[config.mk]
export PLATFORM = sky130hd
export DESIGN_NAME = uart_transmitter_flat
export DESIGN_NICKNAME = d
export VERILOG_FILES = /design/src/rtl/uart_transmitter_if.sv /design/src/rtl/uart_transmitter.sv /design/src/flat_wrapper.sv
export SDC_FILE = /design/constraint.sdc
export NUM_CORES = 1
export LEC_CHECK = 0
export ABC_AREA = 1
export CORE_ASPECT_RATIO = 0.9
export CORE_MARGIN = 2
export CORE_UTILIZATION = 35
export DETAILED_ROUTE_END_ITERATION = 10
export PLACE_DENSITY = 0.63
export RECOVER_POWER = 100
export SYNTH_ARGS = -nofsm -noshare
export SYNTH_HDL_FRONTEND = slang
export SYNTH_SLANG_ARGS = --single-unit
[constraint.sdc]
create_clock -name clk -period 1.5 [get_ports clk]
set_input_delay 0.3 -clock clk [delete_from_list [all_inputs] [get_ports clk]]
set_output_delay 0.3 -clock clk [all_outputs]
set_load 0.005 [all_outputs]
[src/rtl/uart_transmitter_if.sv]
// ============================================================================
// Module   : uart_transmitter_if
// Brief    : Byte ready/valid handshake between the UART register block and the
//            transmitter.
// Revision : 1.0
// ============================================================================
`default_nettype none

interface uart_transmitter_if;
    logic [7:0] data_in;
    logic       data_in_valid;
    logic       data_in_ready;

    modport master (
        output data_in,
        output data_in_valid,
        input  data_in_ready
    );

    modport slave (
        input  data_in,
        input  data_in_valid,
        output data_in_ready
    );
endinterface

`default_nettype wire

[src/rtl/uart_transmitter.sv]
// ============================================================================
// Module   : uart_transmitter
// Brief    : 8N1 UART serializer, one byte per ready/valid handshake, LSB first.
// Revision : 1.0
// ============================================================================
`default_nettype none

module uart_transmitter #(
    parameter int CLOCK_FREQ = 125_000_000,
    parameter int BAUD_RATE  = 115_200
) (
    input  wire              clk,
    input  wire              rst_n,
    uart_transmitter_if.slave bus,
    output logic             serial_out
);

    localparam int SYMBOL_EDGE_TIME = CLOCK_FREQ / BAUD_RATE;
    localparam int CNT_W            = $clog2(SYMBOL_EDGE_TIME);

    localparam logic [CNT_W-1:0] c_CNT_LAST  = CNT_W'(SYMBOL_EDGE_TIME - 1);
    localparam logic [CNT_W-1:0] c_CNT_READY = CNT_W'(SYMBOL_EDGE_TIME - 2);

    generate
        if (SYMBOL_EDGE_TIME < 2) begin : g_bad_rate
            $error("uart_transmitter: CLOCK_FREQ/BAUD_RATE must be at least 2");
        end
    endgenerate

    typedef enum logic [1:0] {
        S_IDLE  = 2'd0,
        S_START = 2'd1,
        S_DATA  = 2'd2,
        S_STOP  = 2'd3
    } state_t;

    state_t           r_state, w_state_nxt;
    logic [CNT_W-1:0] r_cnt,   w_cnt_nxt;
    logic [2:0]       r_bit,   w_bit_nxt;
    logic [7:0]       r_shift, w_shift_nxt;
    logic             r_tx,    w_tx_nxt;
    logic             r_ready, w_ready_nxt;

    logic w_hs;
    logic w_sym_end;

    assign w_hs      = bus.data_in_valid && r_ready;
    assign w_sym_end = (r_cnt == c_CNT_LAST);

    always_ff @(posedge clk or negedge rst_n) begin
        if (!rst_n) begin
            r_state <= S_IDLE;
            r_cnt   <= '0;
            r_bit   <= '0;
            r_shift <= '0;
            r_tx    <= 1'b1;
            r_ready <= 1'b1;
        end else begin
            r_state <= w_state_nxt;
            r_cnt   <= w_cnt_nxt;
            r_bit   <= w_bit_nxt;
            r_shift <= w_shift_nxt;
            r_tx    <= w_tx_nxt;
            r_ready <= w_ready_nxt;
        end
    end

    always_comb begin
        w_state_nxt = r_state;
        w_cnt_nxt   = r_cnt + 1'b1;
        w_bit_nxt   = r_bit;
        w_shift_nxt = r_shift;
        w_tx_nxt    = r_tx;
        w_ready_nxt = r_ready;

        case (r_state)
            S_IDLE: begin
                w_cnt_nxt   = '0;
                w_tx_nxt    = 1'b1;
                w_ready_nxt = 1'b1;
                if (w_hs) begin
                    w_state_nxt = S_START;
                    w_shift_nxt = bus.data_in;
                    w_tx_nxt    = 1'b0;
                    w_ready_nxt = 1'b0;
                end
            end

            S_START: begin
                if (w_sym_end) begin
                    w_state_nxt = S_DATA;
                    w_cnt_nxt   = '0;
                    w_bit_nxt   = '0;
                    w_tx_nxt    = r_shift[0];
                end
            end

            S_DATA: begin
                if (w_sym_end) begin
                    w_cnt_nxt = '0;
                    if (r_bit != 3'd7) begin
                        w_shift_nxt = {1'b0, r_shift[7:1]};
                        w_tx_nxt    = r_shift[1];
                        w_bit_nxt   = r_bit + 3'd1;
                    end else begin
                        w_state_nxt = S_STOP;
                        w_tx_nxt    = 1'b1;
                    end
                end
            end

            S_STOP: begin
                // Ready rises for the last stop-bit cycle so that a waiting
                // producer hands over exactly on the symbol boundary and the
                // next start bit follows with no idle gap.
                if (r_cnt == c_CNT_READY) begin
                    w_ready_nxt = 1'b1;
                end
                if (w_sym_end) begin
                    w_cnt_nxt = '0;
                    if (w_hs) begin
                        w_state_nxt = S_START;
                        w_shift_nxt = bus.data_in;
                        w_tx_nxt    = 1'b0;
                        w_ready_nxt = 1'b0;
                    end else begin
                        w_state_nxt = S_IDLE;
                    end
                end
            end

            default: begin
                w_state_nxt = S_IDLE;
                w_cnt_nxt   = '0;
                w_tx_nxt    = 1'b1;
                w_ready_nxt = 1'b1;
            end
        endcase
    end

    assign serial_out        = r_tx;
    assign bus.data_in_ready = r_ready;

endmodule

`default_nettype wire

[src/flat_wrapper.sv]
// flat-port wrapper written by rule: the top's interface ports become plain ports
module uart_transmitter_flat 
#(
    parameter int CLOCK_FREQ = 125_000_000,
    parameter int BAUD_RATE  = 115_200
)
  (clk, rst_n, serial_out, bus_data_in, bus_data_in_valid, bus_data_in_ready);
  uart_transmitter_if bus_i ();
  input  wire clk;
  input  wire rst_n;
  output logic serial_out;
  input wire logic [$bits(bus_i.data_in)-1:0] bus_data_in;
  input wire logic [$bits(bus_i.data_in_valid)-1:0] bus_data_in_valid;
  output wire logic [$bits(bus_i.data_in_ready)-1:0] bus_data_in_ready;
  assign bus_i.data_in = bus_data_in;
  assign bus_i.data_in_valid = bus_data_in_valid;
  assign bus_data_in_ready = bus_i.data_in_ready;
  uart_transmitter #(.CLOCK_FREQ(CLOCK_FREQ), .BAUD_RATE(BAUD_RATE)) u_core (.clk(clk), .rst_n(rst_n), .bus(bus_i), .serial_out(serial_out));
endmodule
==> impl_metrics.tcl <==
set metrics [dict create \
    worst_r2r_startpoint "u_core.r_bit[1]" \
    regToRegSetupSlack_ns 0.0008 \
    synth.area.top_cells "dfrtp_1 (38%), nand2_1 (18%), ha_1 (7.9%), nand3_1 (5.7%), inv_1 (5.7%)" \
    cts_buffer_depth 2 \
    htreeDepth 1 \
    num_vias 1335 \
    netlist.top_cell.by_area "dfrtp_1" \
    reg2reg_depth 8 \
    fin_crit_ns 1.50 \
    ant_nets 0 \
    drt_pre_antenna_iters 4 \
    io_buffer_count 12 \
    vias_per_cell 4.41 \
    arrival_ns 1.71 \
    status "complete, no violations" \
    max_slew_margin 0.537 \
    die_x_um 74.9 \
    rsz0062_at_grt "yes" \
    synth_ff_type "dfrtp_1" \
    cpMaxStageDelayCell "dfrtp_1" \
    dieArea_um2 5080 \
    ios 13 \
    r2r_end "u_core.r_shift[2]" \
    finalCritPeriodShare 0.999 \
    diodes 0 \
    power_density_nw_per_um2 1590 \
    crit_type "reg2reg" \
    hp-class "reg2reg" \
    grt_usage 0.146 \
    clk_latency_ns 0.27 \
    root_buffer "clkbuf_8" \
    crit_path_start_kind "register" \
    synth_nets 231 \
    cts_buffers 3 \
    dr.first_iter.drc_count 45 \
    syn_area_per_cell_um2 7.55 \
    skew_ns 0.0102 \
    cp_top_family "flip-flops" \
    required_ns 1.71 \
    hp-start "u_core.r_shift[4]" \
    grt_max_degree 27 \
    start_util 0.360 \
    grt_pass1_vias 1306 \
    route.detailed.drc 0 \
    maxSlewViolCount 0 \
    synthTopCellsByCount "nand2_1 (78), dfrtp_1 (24), inv_1 (24)" \
    dpl.cell_count 296 \
    yosysMostFrequentCell "nand2_1" \
    max_freq_mhz 667 \
    netlist-cell-type-count 25 \
    dp_hpwl_mm 2.39 \
    ys_async_sr_fraction 1.00 \
    clkTransAtPathRegs_ns 0.09 \
    critPathMaxFanout 7 \
    die_y_um 67.8 \
    power.total_mw 3.19 \
    n_fill_cell 445 \
    core-area_um2 4400 \
    rows 23 \
    ys_ff_latch 26 \
    setup.worst_path.start "u_core.r_bit[1]" \
    grt_pass1_wl_mm 5.78 \
    nNetsFinal 263 \
    path_depth 8 \
    yosysSeqAreaShare 0.412 \
    syn_area_um2 1590 \
    yosysWarnings 0 \
    grt_overflow 0 \
    gp_congestion 0.802 \
    routed_wl_mm 3.27 \
    drv_cap 0 \
    synth_top_area_frac 0.379 \
    worst_slew_pin_slew_ns 0.695 \
    layout-drive-gt1-share 0.187 \
    netlist_instances 210 \
    cp_cell_sequence "ha_2 -> ha_4 -> nand2_4 -> inv_2 -> a211oi_4 -> buf_6 -> nand3_1 -> nand2_1" \
    max-vdd-ir-drop_mv 0.895 \
    cts_tree "built" \
    setup_viol 0 \
    leakage_nw 1.04 \
    drt-wirelength-per-cell_um 10.8 \
    crit_buf_inv 2 \
    antenna_found_initial 0 \
    fin_cells 303 \
    worst_setup_path_end_kind "register" \
    hold_viol_final 0 \
    clock_sinks 26 \
    synth_edf_count 0 \
    area_growth_pct 26.8 \
    crit_end "u_core.r_shift[2]" \
    cpPeakStageDelay_ns 0.40 \
]
[registers in the layout, summed over array words and instances (netlist names)]
name                      flops
u_core.bus.data_in_ready      1
u_core.r_bit                  3
u_core.r_cnt                 11
u_core.r_shift                8
u_core.r_state                2
u_core.serial_out             1
[stage by stage]
stage	worst slack [ns]	setup TNS, ns	utilization	cell area [µm²]	hold slack, ns
floorplan	-0.103	-0.824	-	1610	0.00441
global placement	-0.0943	-0.759	0.428	1890	0.449
detailed placement	-0.104	-0.909	0.428	1890	0.457
CTS	0.00130	0	0.448	1970	0.402
global route	-0.0877	-0.695	0.456	2010	0.501
finish	0.000844	0	0.456	2010	0.483
[routing by layer]
| layer | global-route usage | vias up | share of wire |
|---|---|---|---|
| li1 | - | 719 | - |
| met5 | 0 | - | 0 |
| met4 | 0.0469 | 0 | 0.010 |
| met3 | 0.0177 | 2 | 0.0083 |
| met2 | 0.245 | 3 | 0.46 |
| met1 | 0.198 | 611 | 0.52 |
[worst min-delay path, stage by stage, from the launching register on]
cell,delay [ns]
dfrtp_1,0.35
nand2_1,0.05
nand2_1,0.05
[final cells by class]
type	instances	area, µm²	share of cell area
clock buffers	4	55.1	0.0274
flip-flops and latches	26	653	0.325
inverters	25	93.8	0.0467
well taps	62	77.6	0.0386
multi-input cells	157	883	0.440
repair buffers	29	246	0.123
[what timing repair did]
action	4_1_cts	5_1_grt
gates resized for setup	7	13
setup buffers	2	1
pin swaps	14	6
hold buffers	0	0
endpoints found under the setup margin	10	20
[report_power, final]
part / leakage [nW] / switching, mW / internal, mW / total (mW)
combinational: 0.670 / 0.978 / 0.688 / 1.67
clock: 0.0288 / 0.233 / 0.235 / 0.467
sequential: 0.337 / 0.142 / 0.913 / 1.05
[logic make-up after synthesis]
family          synth area share
buf+inv                   0.0734
xor+xnor                  0.0166
fa+ha+maj                 0.0789
flops                      0.412
compound gates            0.0552
simple gates               0.364
[how the worst min path moves through the flow]
stage,cells after the start,end,slack (ns)
3_3_place_gp,2,u_core.r_shift[6],0.45
5_1_grt,2,u_core.r_shift[1],0.50
2_1_floorplan,0,u_core.r_bit[0],0.004
6_report,2,u_core.r_shift[4],0.48
3_5_place_dp,2,u_core.r_shift[4],0.46
4_1_cts,2,u_core.r_cnt[1],0.40
[layout by cell type (no fill, tap or decap), types with 4 or more instances in the layout]
cell type / netlist / layout
a21oi_1: 5 / 5
buf_4: 0 / 15
clkbuf_8: 0 / 4
clkdlybuf4s50_1: 0 / 9
dfrtp_1: 24 / 24
ha_1: 10 / 7
inv_1: 24 / 21
inv_2: 1 / 4
nand2_1: 78 / 75
nand2_2: 3 / 5
nand3_1: 18 / 14
nand3_2: 0 / 4
nor2_1: 18 / 17
nor3_1: 4 / 4
o21ai_1: 1 / 4
Note: power is estimated with default switching activity, not from simulation.
==> patch, RTL diff (same flow settings) <==
`BAUD_RATE` is set to 115_200 in 2 places; all go to 28_800.
--- a/src/rtl/uart_transmitter.sv
+++ b/src/rtl/uart_transmitter.sv
@@ -7,7 +7,7 @@
 
 module uart_transmitter #(
     parameter int CLOCK_FREQ = 125_000_000,
-    parameter int BAUD_RATE  = 115_200
+    parameter int BAUD_RATE  = 28_800
 ) (
     input  wire              clk,
     input  wire              rst_n,
--- a/src/flat_wrapper.sv
+++ b/src/flat_wrapper.sv
@@ -2,7 +2,7 @@
 module uart_transmitter_flat 
 #(
     parameter int CLOCK_FREQ = 125_000_000,
-    parameter int BAUD_RATE  = 115_200
+    parameter int BAUD_RATE  = 28_800
 )
   (clk, rst_n, serial_out, bus_data_in, bus_data_in_valid, bus_data_in_ready);
   uart_transmitter_if bus_i ();
Function: same outputs for any inputs over 10 cycles, from zero or initial values and one cycle with rst_n low; that may be too few to reach the edited logic, so the function may still have changed.
==> patch against the original RTL <==
The flow now finishes with violations (setup timing); area after synthesis rose by 4.5%; routed wire length fell by 2.6%; sequential cell count rose by 2; final area rose by 5.2%; sequential power rose by 7%; final cell count rose by 0.99%; count of clock-buffer cells in the layout did not move; total power rose by 7.1%; setup slack got worse by 0.018 ns; synthesized cell count fell by 0.48%; via count rose by 7.0%; global-route usage fell by 1.5 points; highest routed layer unchanged.
==> patch: results <==
group,metric,value,unit
setup_path,cp_slowest_stage_delay,0.40,ns
timing,setup_viol,7,
synthesis,mappedNetlistNets,230,
global_route,grt_max_degree,29,
global_route,global_route.usage.total,13.2,%
layout,fin_nets,266,
setup_path,cell_type_group_with_the_largest_total_delay_on_the_critical_path,"simple AND/OR/NAND/NOR gates",
global_route,first_global_vias,1352,
routing,final_routed_wirelength,3180,µm
timing,setup_ws,-0.0168,ns
routing,avgViaCountPerCell,4.67,
layout,largest_registers,"u_core.r_cnt x13, u_core.r_shift x8, u_core.r_bit x3",
layout,layout-drive-gt1-share,23.8,%
placement,place.gp.congestion,0.833,
die,initial_utilization,36.7,%
global_route,grt_first_pass_wirelength,5780,µm
synthesis,synth.top_cells.by_count,"nand2_1, dfrtp_1, inv_1",
synthesis,synth_seq_area_share,42.4,%
power_and_ir_drop,total_leakage_power,0.00104,µW
power_and_ir_drop,irDropWorstVdd,0.577,mV
power_and_ir_drop,p_sw_share,41.0,%
synthesis,synthTopCellsByArea,"dfrtp_1, nand2_1, ha_1",
timing,hold_slack,0.484,ns
setup_path,worst-path-max-fanout,8,
synthesis,synth_ff_type,"dfrtp_1",
run_status,violations,"setup timing",
placement,place_hpwl,2390,µm
run_status,result_of_the_run,"finished with violations",
placement,dpl_cell_area,2000,µm²
routing,drt_first_iter_violations,59,
timing,max-slew-margin-rel,53.9,%
timing,fin_worst_skew,0.00425,ns
synthesis,synth.lib_cells_used.distinct,30,
placement,numPortBuffers,12,
## patch: worst register-to-register path, stage by stage, from the launching register on
cell and delay [ns]:
dfrtp_1 0.40, ha_2 0.18, ha_2 0.16, or2_4 0.24
a21oi_4 0.19, nand2_4 0.12, nand2_1 0.08, nand2_1 0.05
## patch: path summary, 6_finish.rpt
path | startpoint | end | cells after the start
max in group asynchronous | rst_n | u_core.r_state[0] | 2
max | u_core.r_bit[1] | u_core.r_shift[7] | 7
min reg2reg | u_core.r_shift[6] | u_core.r_shift[6] | 2
min in group asynchronous | rst_n | u_core.r_cnt[8] | 2
max reg2reg | u_core.r_bit[1] | u_core.r_shift[7] | 7
min | u_core.r_shift[6] | u_core.r_shift[6] | 2
## patch: metrics by stage
step / setup TNS (ns) / total power, µW / setup slack, ns / utilization (%) / cells
final: -0.0654 / 3420 / -0.0168 / 46.8 / 306
after global routing: -1.12 / 3730 / -0.102 / 46.8 / 306
after CTS: -0.0575 / 3370 / -0.0236 / 46.4 / 306
after detailed placement: -0.681 / 2860 / -0.0903 / 44.4 / 298
after global placement: -0.422 / 2840 / -0.0626 / 44.4 / 298
after floorplan: -0.799 / 2230 / -0.0999 / - / 209
## patch: timing repair
action / CTS / global route
pin swaps: 14 / 6
hold buffers: 0 / 0
endpoints found under the setup margin: 15 / 17
gates resized for setup: 10 / 18
buffers inserted: 4 / 0
## patch: power by group through the flow
stage | combinational (µW) | sequential (µW) | clock [µW]
after floorplan | 1120 | 1110 | 0
after global placement | 1710 | 1130 | 0
after detailed placement | 1720 | 1140 | 0
after CTS | 1820 | 1120 | 430
after global routing | 2110 | 1150 | 466
final | 1870 | 1120 | 420
## patch: cell families after synthesis
logic type | after synthesis | share of synthesized area [%]
simple gates | 127 | 35.0
flops | 28 | 42.4
buf+inv | 22 | 5.66
compound gates | 18 | 7.18
fa+ha+maj | 10 | 7.55
xor+xnor | 4 | 2.12
## patch: per-layer routing
metal | up-vias | part of all wire, % | GRT usage, %
met2 | 15 | 45 | 21.3
met1 | 667 | 52 | 17.9
met5 | - | 0 | 0
met3 | 8 | 1.4 | 1.95
met4 | 0 | 2.1 | 4.85
li1 | 739 | - | -
## patch: layout make-up
cell class / instances / share of cell area [%]
clock buffers: 4 / 2.13
inverters: 19 / 3.49
multi-input cells: 159 / 43.8
flip-flops and latches: 28 / 33.4
well taps: 62 / 3.67
repair buffers: 34 / 13.6
